==> src/rtl/operand_fetch.sv <==
// Operand-fetch stage: sequences up to two reads through a single synchronous
// register-file read port and bypasses write-back data into the operand pair.
module operand_fetch #(
  parameter int DW = 8,
  parameter int AW = 3
) (
  input  logic          clk,
  input  logic          rst_n,
  input  logic          req_valid,
  output logic          req_ready,
  input  logic [AW-1:0] req_rs_a,
  input  logic [AW-1:0] req_rs_b,
  input  logic          req_need_b,
  output logic [AW-1:0] rf_read_addr,
  input  logic [DW-1:0] rf_q,
  input  logic          wb_we,
  input  logic [AW-1:0] wb_addr,
  input  logic [DW-1:0] wb_data,
  output logic          op_valid,
  input  logic          op_ready,
  output logic [DW-1:0] op_a,
  output logic [DW-1:0] op_b
);

  typedef enum logic [1:0] {IDLE, RD_A, RD_B, HOLD} state_t;

  state_t        state_reg, state_next;
  logic [AW-1:0] rs_a_reg, rs_a_next;
  logic [AW-1:0] rs_b_reg, rs_b_next;
  logic          need_b_reg, need_b_next;
  logic          byp_a_reg, byp_a_next;
  logic          byp_b_reg, byp_b_next;
  logic [DW-1:0] byp_data_a_reg, byp_data_a_next;
  logic [DW-1:0] byp_data_b_reg, byp_data_b_next;
  logic [DW-1:0] op_a_reg, op_a_next;
  logic [DW-1:0] op_b_reg, op_b_next;
  logic          op_valid_reg, op_valid_next;

  logic          hit_a, hit_b;
  logic [DW-1:0] cap_a, cap_b;

  // A write landing on the capture edge is the newest value; otherwise a write
  // that collided with the read-sampling edge overrides the stale file output.
  assign hit_a = wb_we && (wb_addr == rs_a_reg);
  assign hit_b = wb_we && (wb_addr == rs_b_reg);
  assign cap_a = hit_a ? wb_data : (byp_a_reg ? byp_data_a_reg : rf_q);
  assign cap_b = hit_b ? wb_data : (byp_b_reg ? byp_data_b_reg : rf_q);

  assign req_ready = (state_reg == IDLE);
  assign op_valid  = op_valid_reg;
  assign op_a      = op_a_reg;
  assign op_b      = op_b_reg;

  always_comb begin
    rf_read_addr = rs_a_reg;
    case (state_reg)
      IDLE:    rf_read_addr = req_rs_a;
      RD_A:    rf_read_addr = rs_b_reg;
      default: rf_read_addr = rs_a_reg;
    endcase
  end

  always_comb begin
    state_next      = state_reg;
    rs_a_next       = rs_a_reg;
    rs_b_next       = rs_b_reg;
    need_b_next     = need_b_reg;
    byp_a_next      = byp_a_reg;
    byp_b_next      = byp_b_reg;
    byp_data_a_next = byp_data_a_reg;
    byp_data_b_next = byp_data_b_reg;
    op_a_next       = op_a_reg;
    op_b_next       = op_b_reg;
    op_valid_next   = op_valid_reg;

    case (state_reg)
      IDLE: begin
        if (req_valid) begin
          rs_a_next       = req_rs_a;
          rs_b_next       = req_rs_b;
          need_b_next     = req_need_b;
          byp_a_next      = wb_we && (wb_addr == req_rs_a);
          byp_data_a_next = wb_data;
          state_next      = RD_A;
        end
      end
      RD_A: begin
        op_a_next = cap_a;
        if (need_b_reg) begin
          byp_b_next      = hit_b;
          byp_data_b_next = wb_data;
          state_next      = RD_B;
        end else begin
          op_b_next     = '0;
          op_valid_next = 1'b1;
          state_next    = HOLD;
        end
      end
      RD_B: begin
        op_b_next     = cap_b;
        op_valid_next = 1'b1;
        state_next    = HOLD;
        if (hit_a) begin
          op_a_next = wb_data;
        end
      end
      HOLD: begin
        // The pair handed over on the handshake edge is the pre-edge value.
        if (op_ready) begin
          op_valid_next = 1'b0;
          state_next    = IDLE;
        end else begin
          if (hit_a) begin
            op_a_next = wb_data;
          end
          if (need_b_reg && hit_b) begin
            op_b_next = wb_data;
          end
        end
      end
      default: state_next = IDLE;
    endcase
  end

  always_ff @(posedge clk or negedge rst_n) begin
    if (!rst_n) begin
      state_reg      <= IDLE;
      rs_a_reg       <= '0;
      rs_b_reg       <= '0;
      need_b_reg     <= 1'b0;
      byp_a_reg      <= 1'b0;
      byp_b_reg      <= 1'b0;
      byp_data_a_reg <= '0;
      byp_data_b_reg <= '0;
      op_a_reg       <= '0;
      op_b_reg       <= '0;
      op_valid_reg   <= 1'b0;
    end else begin
      state_reg      <= state_next;
      rs_a_reg       <= rs_a_next;
      rs_b_reg       <= rs_b_next;
      need_b_reg     <= need_b_next;
      byp_a_reg      <= byp_a_next;
      byp_b_reg      <= byp_b_next;
      byp_data_a_reg <= byp_data_a_next;
      byp_data_b_reg <= byp_data_b_next;
      op_a_reg       <= op_a_next;
      op_b_reg       <= op_b_next;
      op_valid_reg   <= op_valid_next;
    end
  end

endmodule

==> config.mk <==
export PLATFORM = sky130hd
export DESIGN_NAME = operand_fetch
export DESIGN_NICKNAME = d
export VERILOG_FILES = /design/src/rtl/operand_fetch.sv
export SDC_FILE = /design/constraint.sdc
export NUM_CORES = 1
export LEC_CHECK = 0
export CAP_MARGIN = 20
export CORE_MARGIN = 8
export CORE_UTILIZATION = 55
export CTS_CLUSTER_SIZE = 28
export DETAILED_ROUTE_END_ITERATION = 10
export GPL_TIMING_DRIVEN = 0
export PLACE_DENSITY = 0.85
export SETUP_SLACK_MARGIN = 0.05
export SKIP_LAST_GASP = 1
export SLEW_MARGIN = 40
export SYNTH_ARGS = -nofsm -noshare
export SYNTH_HDL_FRONTEND = slang
export SYNTH_SLANG_ARGS = --single-unit
==> constraint.sdc <==
create_clock -name clk -period 3.5 [get_ports clk]
set_input_delay 0.875 -clock clk [delete_from_list [all_inputs] [get_ports clk]]
set_output_delay 0.875 -clock clk [all_outputs]
set_load 0.005 [all_outputs]
### After elaboration in Yosys (flattened, before gate mapping)

Index checks and enable logic that the tools add are counted.

| operators by class | value |
|---|---|
| reduce and logical (&&, ||, !) cells | 12 |
| muxes and demuxes | 19 |
| eq/ne operators | 11 |

Operators by type and width:

| kind | number |
|---|---|
| two-way mux 8 bit | 9 |
| one-hot mux 8 bit (3 select lines) | 2 |
| != test 2 bit (second input constant) | 5 |
| == test 3 bit | 3 |
| one-hot mux 2 bit (4 select lines) | 1 |
| AND reduction 2 bit | 4 |
| one-hot mux 3 bit (2 select lines) | 1 |
| == test 2 bit (second input constant) | 2 |
| logical AND 1 bit | 4 |
| two-way mux 2 bit | 2 |
| AND reduction 4 bit | 1 |
| two-way mux 1 bit | 3 |
| one-hot mux 1 bit (3 select lines) | 1 |
| AND reduction 3 bit | 1 |
| nonzero test 3 bit | 1 |
| == test 2 x 1 -> 1 bit (second input constant) | 1 |
| logical NOT 2 bit | 1 |

| word-level totals | value |
|---|---|
| bits of input ports | 31 |
| output and inout port bits | 21 |
| register bits after elaboration | 44 |

### Logic depth before layout (Yosys ltp)

Gate-level depths: netlist (run 1).

| logic depth | value |
|---|---|
| word-level depth | 6 |
| mapped depth | 8 |
| mapped depth without buffers | 6 |

### Least setup slack after synthesis (run 1)

OpenSTA, ideal clock, no wires.

| timing path | value |
|---|---|
| path type | register to register |
| start point | reg state_reg[0] |
| end point | reg op_a_reg[0], in the netlist op_a[0] |
| cell stages (with the launch flop) | 8 |
| required time | 3.375 ns |
| clock period less this slack | 2.147 ns |
| library setup time | 0.125 ns |
| arrival | 2.023 ns |
| slack | 1.353 ns |
| cell sequence | dfrtp_1 > inv_1 > ha_1 > buf_6 > or2_0 > a41oi_2 > mux2_2 > mux2_2 |

| on the way | value |
|---|---|
| word-level cells in the longest chain between the ends | 3 |

RTL lines:

| what | line | source |
|---|---|---|
| from (decl) | 27 | `state_t state_reg, state_next;` |
| from (signal assigned) | 139 | `state_reg <= state_next;` |
| == test 2 bit or == test 2 x 1 -> 1 bit (tied branches) | 76 | `case (state_reg)` |
| != test 2 bit (no line) or nonzero test 3 bit (tied branches) | n/a |  |
| AND reduction 2 bit (no line) | n/a |  |
| to (signal assigned) | 147 | `op_a_reg <= op_a_next;` |
| to (decl) | 35 | `logic [DW-1:0] op_a_reg, op_a_next;` |

Several ways; a longest one is shown, not always the timed one.
A chain may end at the register's enable or synchronous reset.

### Worst setup path in the final report (run 1)

| timing path | value |
|---|---|
| start point | reg state_reg[1] |
| end point | out rf_read_addr[2] |

| on the way | value |
|---|---|
| word-level cells in the longest chain between the ends | 2 |

RTL lines:

| what | line | source |
|---|---|---|
| == test 2 x 1 -> 1 bit or logical NOT 2 bit (tied branches) | 56 | `case (state_reg)` |
| one-hot mux 3 bit (2 select lines) * | 56 |  |
| to (decl) | 14 | `output logic [AW-1:0] rf_read_addr,` |

Mark *: on every way between the ends. The rest lies on a longest branch, timed or not.

==> results of run 1 <==
==> power by group <==
group | internal [W] | leakage [nW] | total [W] | switching [W]
sequential | 0.000775 | 0.513 | 0.000926 | 0.000152
combinational | 0.000885 | 0.712 | 0.00155 | 0.000670
clock | 0.000129 | 0.0359 | 0.000286 | 0.000158
total | 0.00179 | 1.26 | 0.00277 | 0.000979
==> area by class of cell <==
class                      count  area (um2)  area share
multi-input combinational    151        1280       0.412
sequential                    44        1100       0.354
timing repair buffer          52         528       0.170
clock buffer                   5        68.8      0.0222
tap                           52        65.1      0.0209
buffer                         9        47.5      0.0153
inverter                       4        15.0     0.00483
==> path summary, 6_finish.rpt <==
kind | start | end | slack (ps) | cells after the start
worst max-delay path | state_reg[1] | rf_read_addr[2] | 410 | 7
worst min-delay path | rst_n | rs_b_reg[0] | 370 | 1
worst max register to register | state_reg[0] | op_a[4] | 1050 | 7
worst min register to register | op_valid | op_valid | 480 | 1
max in group asynchronous | rst_n | rs_a_reg[0] | 2750 | 2
min in group clk | op_valid | op_valid | 480 | 1
==> kinds of logic (layout without fill, tap and decap cells) <==
logic type	after synthesis	in the layout
muxes	65	65
and+or+nand+nor	51	51
DFF	44	44
AOI/OAI and AO/OA	21	21
buffers and inverters	13	70
xor gates and xnor gates	9	9
adders and majority gates	5	5
==> layout by cell type, fill, tap and decap left out, types with 2 or more instances in the layout <==
cell type	synthesis	routed
sky130_fd_sc_hd__mux2_1	17	17
sky130_fd_sc_hd__a21o_1	2	2
sky130_fd_sc_hd__buf_2	2	2
sky130_fd_sc_hd__nand2_1	41	41
sky130_fd_sc_hd__nor2_1	3	3
sky130_fd_sc_hd__buf_4	1	2
sky130_fd_sc_hd__o31ai_1	2	2
sky130_fd_sc_hd__a22oi_1	3	3
sky130_fd_sc_hd__ha_1	5	5
sky130_fd_sc_hd__inv_1	2	2
sky130_fd_sc_hd__xnor2_1	9	9
sky130_fd_sc_hd__clkdlybuf4s50_1	0	50
sky130_fd_sc_hd__clkbuf_8	0	5
sky130_fd_sc_hd__o32a_1	8	8
sky130_fd_sc_hd__mux2i_1	8	8
sky130_fd_sc_hd__mux2_2	40	40
sky130_fd_sc_hd__dfrtp_1	44	44
sky130_fd_sc_hd__clkbuf_1	4	4
==> routing by layer <==
layer / global-route usage / vias up / part of all wire / wire length (um)
met2: 0.273 / 36 / 0.49 / 2630
li1: - / 859 / - / -
met5: 0 / - / 0 / 0
met3: 0.0455 / 8 / 0.045 / 240
met1: 0.209 / 876 / 0.45 / 2420
met4: 0.0707 / 0 / 0.016 / 84
==> metrics by stage <==
stage / instances / hold slack, ps
detailed placement: 312 / 469
CTS: 317 / 355
floorplan: 208 / 474
global placement: 311 / 461
global route: 317 / 348
finish: 317 / 366
==> flow_summary.ini, run 1 <==
[status]
result_of_the_run = finished, final reports clean

[drt]
dr_total_vias = 1779
wire_per_inst_um = 17.0
drt.antenna.violating_nets = 0
vias_per_cell = 5.61
finalWirelength_mm = 5.38
drt_first_iter_violations = 64
firstDrtPassIters = 4
number_of_drc_violations_after_detailed_routing = 0

[logic_synthesis]
yosys.area_share.simple = 0.0880
synthFlopType = sky130_fd_sc_hd__dfrtp_1
seq_area_frac_synth = 0.450
syn-cell-area_um2 = 2440
synth_top_cell_area_share = 0.450
post_synth_inst_count = 208
synth-seq-cells = 44
main_combinational_cell_family_by_area_after_synthesis = multiplexers
ys_top_cells_by_area = sky130_fd_sc_hd__dfrtp_1 (45%), sky130_fd_sc_hd__mux2_2 (18%), sky130_fd_sc_hd__mux2_1 (7.8%), sky130_fd_sc_hd__nand2_1 (6.3%), sky130_fd_sc_hd__mux2i_1 (3.3%)
number_of_enable_flip_flop_cells_after_synthesis = 0
post_synth.cell_area_avg_um2 = 11.8
post_synth_fa_ha_maj_area_fraction = 0.0256
mappedNetlistNets = 244
yosys_warnings = 0
yosys.cell_count.top_type = sky130_fd_sc_hd__dfrtp_1
synth_compound_area_frac = 0.0829
yosys.area.top_type = sky130_fd_sc_hd__dfrtp_1
synth_xor_xnor_area_share = 0.0322
yosys-mux-area-fraction = 0.295
synthArstFlopShare = 1.00
synth.lib_cells_used.distinct = 33
yosys-top-cells-count = sky130_fd_sc_hd__dfrtp_1 (44), sky130_fd_sc_hd__nand2_1 (41), sky130_fd_sc_hd__mux2_2 (40)

[cells_and_area]
antennaDiodeCount = 0
utilization = 0.718
areaGrowthSynthToFinish_pct = 27.1
nFillCells = 331
finish.instance_area_um2 = 3110
fin_nets = 303
final_layout_size_suffix_gt1_frac = 0.204

[power_and_ir_drop]
post-layout-total-power_w = 0.00277
vdd_drop_max_mv = 0.495
cellLeakagePower_nw = 1.26
power_density_nw_per_um2 = 891

[place]
place_hpwl_mm = 4.13
port_buffers = 51
global_placer_s_final_weighted_congestion = 0.839
detailedPlace.worstSlack_ps = 563
postPlaceCellArea_um2 = 3040

[sta]
tightestPinTransition_ps = 535
fin_crit_sh = 0.884
setup-tns-final_ps = 0
rsz0062_at_grt = no
clock_skew_ps = 9.90
final_hold_viol_count = 0
max_freq_ghz = 0.323
drv_slew = 0
max-slew-margin-rel = 0.643
timing.final.crit_period_ps = 3090
setup_viol_count_final = 0
final_critical_path_setup_slack_ps = 406

[cts]
post_cts_hold_buffer_count = 0
clock_sink_count = 44
post_cts_resize_count = 0
clock_latency_ps = 300
tritoncts_clock_tree = built
htree_levels = 2
ctsRootBufferMaster = sky130_fd_sc_hd__clkbuf_8
postCtsSetupRepairBufs = 0
cts_made_buffers = 5
cts_buffer_depth = 2
clk_pin_slew_ps = 80

[setup_path]
critPathRequiredTime_ps = 2620
worst_setup_path_category = register to output port
critPathLaunchType = register
critical_path.top_delay_family = buffers and inverters
worst_ep_arrival_time_ps = 2220
crit_top_cell = sky130_fd_sc_hd__nand2_1
crit_chain = clkinv_1 -> ha_1 -> buf_2 -> nor2_1 -> nand2_1 -> nand2_1 -> clkdlybuf4s50_1
critical_path.n_buffers_inverters = 3
endpoint_kind = output port
critical_path.max_stage_delay_ps = 510
critical_path.slowest_cell = sky130_fd_sc_hd__clkdlybuf4s50_1
timing.critical_path.fanout_max = 8

[floorplan]
placement_rows = 24
core_area_um2 = 4320
top_level_ports = 52
initial_core_util = 0.565
die_area_um2 = 6830
die_h_um = 82.7
die-width_um = 82.7

[global_routing]
number_of_global_route_vias_before_repair = 1872
gr-usage-all-layers = 0.169
grt.overflow.total = 0
grt_start_max_net_pins = 44
antenna_found_initial = 0
grt_first_pass_wirelength_mm = 8.87

[run]
maxCapViolCount = 0

[min_path]
holdCritPathClass = input pin to async pin
Note: power is estimated with default switching activity, not from simulation.
==> inputs of run 2 (changes only) <==
- CAP_MARGIN: 20 -> 0
- CORE_UTILIZATION: 55 -> 63
- DONT_BUFFER_PORTS: not set -> 1
- PLACE_DENSITY: 0.85 -> 0.79
- clock period: 3.5 -> 3.4 ns (I/O delays scaled with it)
==> run 2 against run 1 <==
  * Non-clock buffer count decreased by 52
  * Critical path depth decreased by 1
  * Clock skew increased by 0.64 ps
  * Largest power group unchanged
  * Register-to-register slack got worse by 130 ps
  * Sequential power increased by 7.5%
  * Cell count decreased by 17%
==> flow_summary.ini, run 2 (synthesis gave the netlist of run 1 again) <==
[status]
result_of_the_run = finished, final reports clean

[drt]
drt.antenna.violating_nets = 0
wire_per_inst_um = 20.0
finalWirelength_mm = 5.27
firstDrtPassIters = 4
drt_first_iter_violations = 85
number_of_drc_violations_after_detailed_routing = 0
dr_total_vias = 1618
vias_per_cell = 6.13

[cts]
cts_made_buffers = 5
clock_sink_count = 44
clk_pin_slew_ps = 80
post_cts_resize_count = 0
cts_buffer_depth = 2
tritoncts_clock_tree = built
postCtsSetupRepairBufs = 0
clock_latency_ps = 300
htree_levels = 2
ctsRootBufferMaster = sky130_fd_sc_hd__clkbuf_8
post_cts_hold_buffer_count = 0

[setup_path]
worst_setup_path_category = register to output port
critPathLaunchType = register
endpoint_kind = output port
timing.critical_path.fanout_max = 8
worst_ep_arrival_time_ps = 1730
critPathRequiredTime_ps = 2550
ff2ff_setup_slack_ps = 920

[floorplan]
top_level_ports = 52
core_area_um2 = 3690
die_area_um2 = 6130
placement_rows = 22
initial_core_util = 0.663
die_h_um = 78.3
die-width_um = 78.3

[place]
postPlaceCellArea_um2 = 2500
place_hpwl_mm = 4.19
global_placer_s_final_weighted_congestion = 0.879
port_buffers = 0

[power_and_ir_drop]
vdd_drop_max_mv = 0.561
power_density_nw_per_um2 = 1000
cellLeakagePower_nw = 1.06
post-layout-total-power_w = 0.00260

[sta]
tightestPinTransition_ps = 546
fin_crit_sh = 0.758
setup_viol_count_final = 0
clock_skew_ps = 10.5
setup-tns-final_ps = 0
max-slew-margin-rel = 0.636
final_hold_viol_count = 0
timing.final.crit_period_ps = 2580
max_freq_ghz = 0.388
drv_slew = 0
rsz0062_at_grt = no
worst_hold_slack_ps = 235

[global_routing]
met2_capacity_usage_during_global_routing = 0.307
antenna_found_initial = 0
number_of_global_route_vias_before_repair = 1725
gr-max-usage-layer = met2
grt_start_max_net_pins = 45
grt.overflow.total = 0
grt_first_pass_wirelength_mm = 8.58
met3_usage = 0.0683
gr-usage-all-layers = 0.177
grtUsageMet1 = 0.190

[cells_and_area]
areaGrowthSynthToFinish_pct = 6.14
layout.cells.most_common_list = sky130_fd_sc_hd__dfrtp_1 (44), sky130_fd_sc_hd__nand2_1 (41), sky130_fd_sc_hd__mux2_2 (40)
finish.instance_area_um2 = 2590
antennaDiodeCount = 0
fin_nets = 251
nFillCells = 291
final_layout_size_suffix_gt1_frac = 0.245
layout.cells.most_common = sky130_fd_sc_hd__dfrtp_1

[run]
maxCapViolCount = 0

[min_path]
holdCritPathClass = input pin to async pin
-- run 2: layout make-up --
cell class | instances | area (um2) | share of cell area
multi-input cells | 151 | 1280 | 0.494
flip-flops and latches | 44 | 1100 | 0.424
clock buffers | 8 | 90.1 | 0.0347
well taps | 48 | 60.1 | 0.0231
plain buffers | 9 | 47.5 | 0.0183
inverters | 4 | 15.0 | 0.00579
-- run 2: report_power, final --
group          switching, W  total (W)  internal [W]
sequential         0.000196   0.000995      0.000799
combinational      0.000618    0.00128      0.000658
clock              0.000164   0.000329      0.000166
total              0.000978    0.00260       0.00162
-- run 2: worst max-delay path, cell delays in order (launching register included) --
cell and delay, ps:
sky130_fd_sc_hd__dfrtp_1 440, sky130_fd_sc_hd__clkinv_1 220, sky130_fd_sc_hd__ha_1 250, sky130_fd_sc_hd__buf_2 170, sky130_fd_sc_hd__nor2_1 170, sky130_fd_sc_hd__nand2_1 70, sky130_fd_sc_hd__nand2_1 100
-- run 2: metrics by stage --
step	std cells	worst slack (ps)	utilization
after floorplan	208	1250	-
after global placement	256	1080	0.679
after detailed placement	256	968	0.679
after CTS	264	832	0.704
after global routing	264	723	0.704
final	264	823	0.704
-- run 2: path summary, 6_finish.rpt --
kind                                         from  cells past startpoint                end
worst max register to register       state_reg[0]                      7            op_a[6]
worst max-delay path                 state_reg[1]                      6    rf_read_addr[1]
min in group clk                byp_data_a_reg[0]                      1  byp_data_a_reg[0]
worst min-delay path                        rst_n                      0            op_b[7]
worst min register to register  byp_data_a_reg[0]                      1  byp_data_a_reg[0]
max in group asynchronous                   rst_n                      0            op_a[5]
-- run 2: per-layer routing --
metal,up-vias,routed length (um),share of wire
li1,757,-,-
met1,796,2080,0.39
met2,51,2640,0.50
met3,14,450,0.085
met4,0,109,0.021
met5,-,0,0
==> inputs of run 3 (changes only) <==
- clock period: 3.4 -> 2.5 ns (I/O delays scaled with it)
==> run 3 against run 2 <==
  * Global-route usage is essentially flat
  * Die area unchanged
  * Critical endpoint is now op_a[6]
  * Combinational power grew 43%
==> flow_summary.ini, run 3 (synthesis gave the netlist of run 1 again) <==
[run]
maxCapViolCount = 0

[power_and_ir_drop]
cellLeakagePower_nw = 1.08
post-layout-total-power_w = 0.00363
power_density_nw_per_um2 = 1370
vdd_drop_max_mv = 0.777

[sta]
fin_crit_sh = 0.944
final_critical_path_setup_slack_ps = 140
setup-tns-final_ps = 0
rsz0062_at_grt = no
max-slew-margin-rel = 0.634
setup_viol_count_final = 0
drv_slew = 0
worst_hold_slack_ps = 15.9
timing.final.crit_period_ps = 2360
tightestPinTransition_ps = 548
max_freq_ghz = 0.424
clock_skew_ps = 10.9
final_hold_viol_count = 0

[cts]
clock_latency_ps = 300
tritoncts_clock_tree = built
clock_sink_count = 44
ctsRootBufferMaster = sky130_fd_sc_hd__clkbuf_8
cts_made_buffers = 5
cts_buffer_depth = 2
htree_levels = 2
clk_pin_slew_ps = 80

[floorplan]
core_area_um2 = 3690
initial_core_util = 0.663
die-width_um = 78.3
die_h_um = 78.3
top_level_ports = 52
die_area_um2 = 6130
placement_rows = 22

[global_routing]
gr-usage-all-layers = 0.178
number_of_global_route_vias_before_repair = 1730
antenna_found_initial = 0
grt_first_pass_wirelength_mm = 8.59
grt.overflow.total = 0
grt_start_max_net_pins = 45

[setup_path]
crit_top_cell = sky130_fd_sc_hd__mux2_2
crit_chain = inv_1 -> ha_1 -> buf_6 -> or2_0 -> a41oi_4 -> buf_12 -> mux2_2 -> mux2_2
endpoint_kind = register
critical_path.max_stage_delay_ps = 440
r2r_cells = 8
worst_ep_arrival_time_ps = 2540
worst_setup_path_category = register to register
critPathRequiredTime_ps = 2680
timing.critical_path.fanout_max = 8
critPathLaunchType = register
critical_path.slowest_cell = sky130_fd_sc_hd__dfrtp_1

[cells_and_area]
final_layout_size_suffix_gt1_frac = 0.251
fin_nets = 254
antennaDiodeCount = 0
layout.cells.most_common = sky130_fd_sc_hd__dfrtp_1
layout.cells.most_common_list = sky130_fd_sc_hd__dfrtp_1 (44), sky130_fd_sc_hd__nand2_1 (41), sky130_fd_sc_hd__mux2_2 (40)
areaGrowthSynthToFinish_pct = 8.24

[drt]
wire_per_inst_um = 20.3
finalWirelength_mm = 5.41
drt_first_iter_violations = 91
firstDrtPassIters = 4
drt.antenna.violating_nets = 0
vias_per_cell = 6.13
number_of_drc_violations_after_detailed_routing = 0
dr_total_vias = 1636

[place]
global_placer_s_final_weighted_congestion = 0.879
port_buffers = 0
detailedPlace.worstSlack_ps = 67.9
place_hpwl_mm = 4.19

[min_path]
holdCritPathClass = input pin to async pin

[status]
result_of_the_run = finished, final reports clean
run 3: cell count changes in the layout (fill, tap and decap cells not counted), sizes merged:
cell | previous run | this run
inv | 3 | 4
dlygate4sd3 | 0 | 2
buf | 5 | 6
clkinv | 1 | 0
run 3: layout make-up:
type	count	area, um2
sequential	44	1100
inverter	4	15.0
tap	48	60.1
timing repair buffer	3	40.0
fill	279	1040
buffer	9	47.5
clock buffer	8	90.1
multi-input combinational	151	1290
run 3: where the power goes:
group / switching (W) / internal (W)
logic: 0.000872 / 0.000957
clock network: 0.000222 / 0.000225
registers: 0.000268 / 0.00109
total: 0.00136 / 0.00227
run 3: final timing paths:
path                              startpoint                 to  slack, ps
min reg2reg                byp_data_a_reg[0]  byp_data_a_reg[0]        500
max in group asynchronous              rst_n            op_b[1]       1520
max reg2reg                     state_reg[0]            op_a[6]        140
min                                    rst_n            op_b[2]         20
max                             state_reg[0]            op_a[6]        140
min in group clk                  wb_data[7]  byp_data_b_reg[7]        470
run 3: stage by stage:
stage / utilization / std cells / cell area (um2)
2_1_floorplan: - / 208 / 2440
3_5_place_dp: 0.679 / 256 / 2500
4_1_cts: 0.707 / 264 / 2610
5_1_grt: 0.717 / 267 / 2650
3_3_place_gp: 0.679 / 256 / 2500
6_report: 0.717 / 267 / 2650
run 3: per-layer routing:
metal | GRT usage | vias up | wire length (um)
met4 | 0.0722 | 0 | 90
li1 | - | 765 | -
met5 | 0 | - | 0
met3 | 0.0729 | 10 | 504
met2 | 0.307 | 51 | 2680
met1 | 0.188 | 810 | 2130
run 3: what timing repair did:
item                       CTS  global route
resized for setup            1             1
hold buffers                 0             2
setup buffers                0             1
hold endpoints to repair     0             9
setup endpoints to repair    8             9
run 3: worst max-delay path, delay by kind of cell (launching register included):
kind	cells	cell delay, ps
mux	2	590
flops	1	440
buf+inv	3	430
simple gates	1	300
fa+ha+maj	1	240
compound gates	1	230
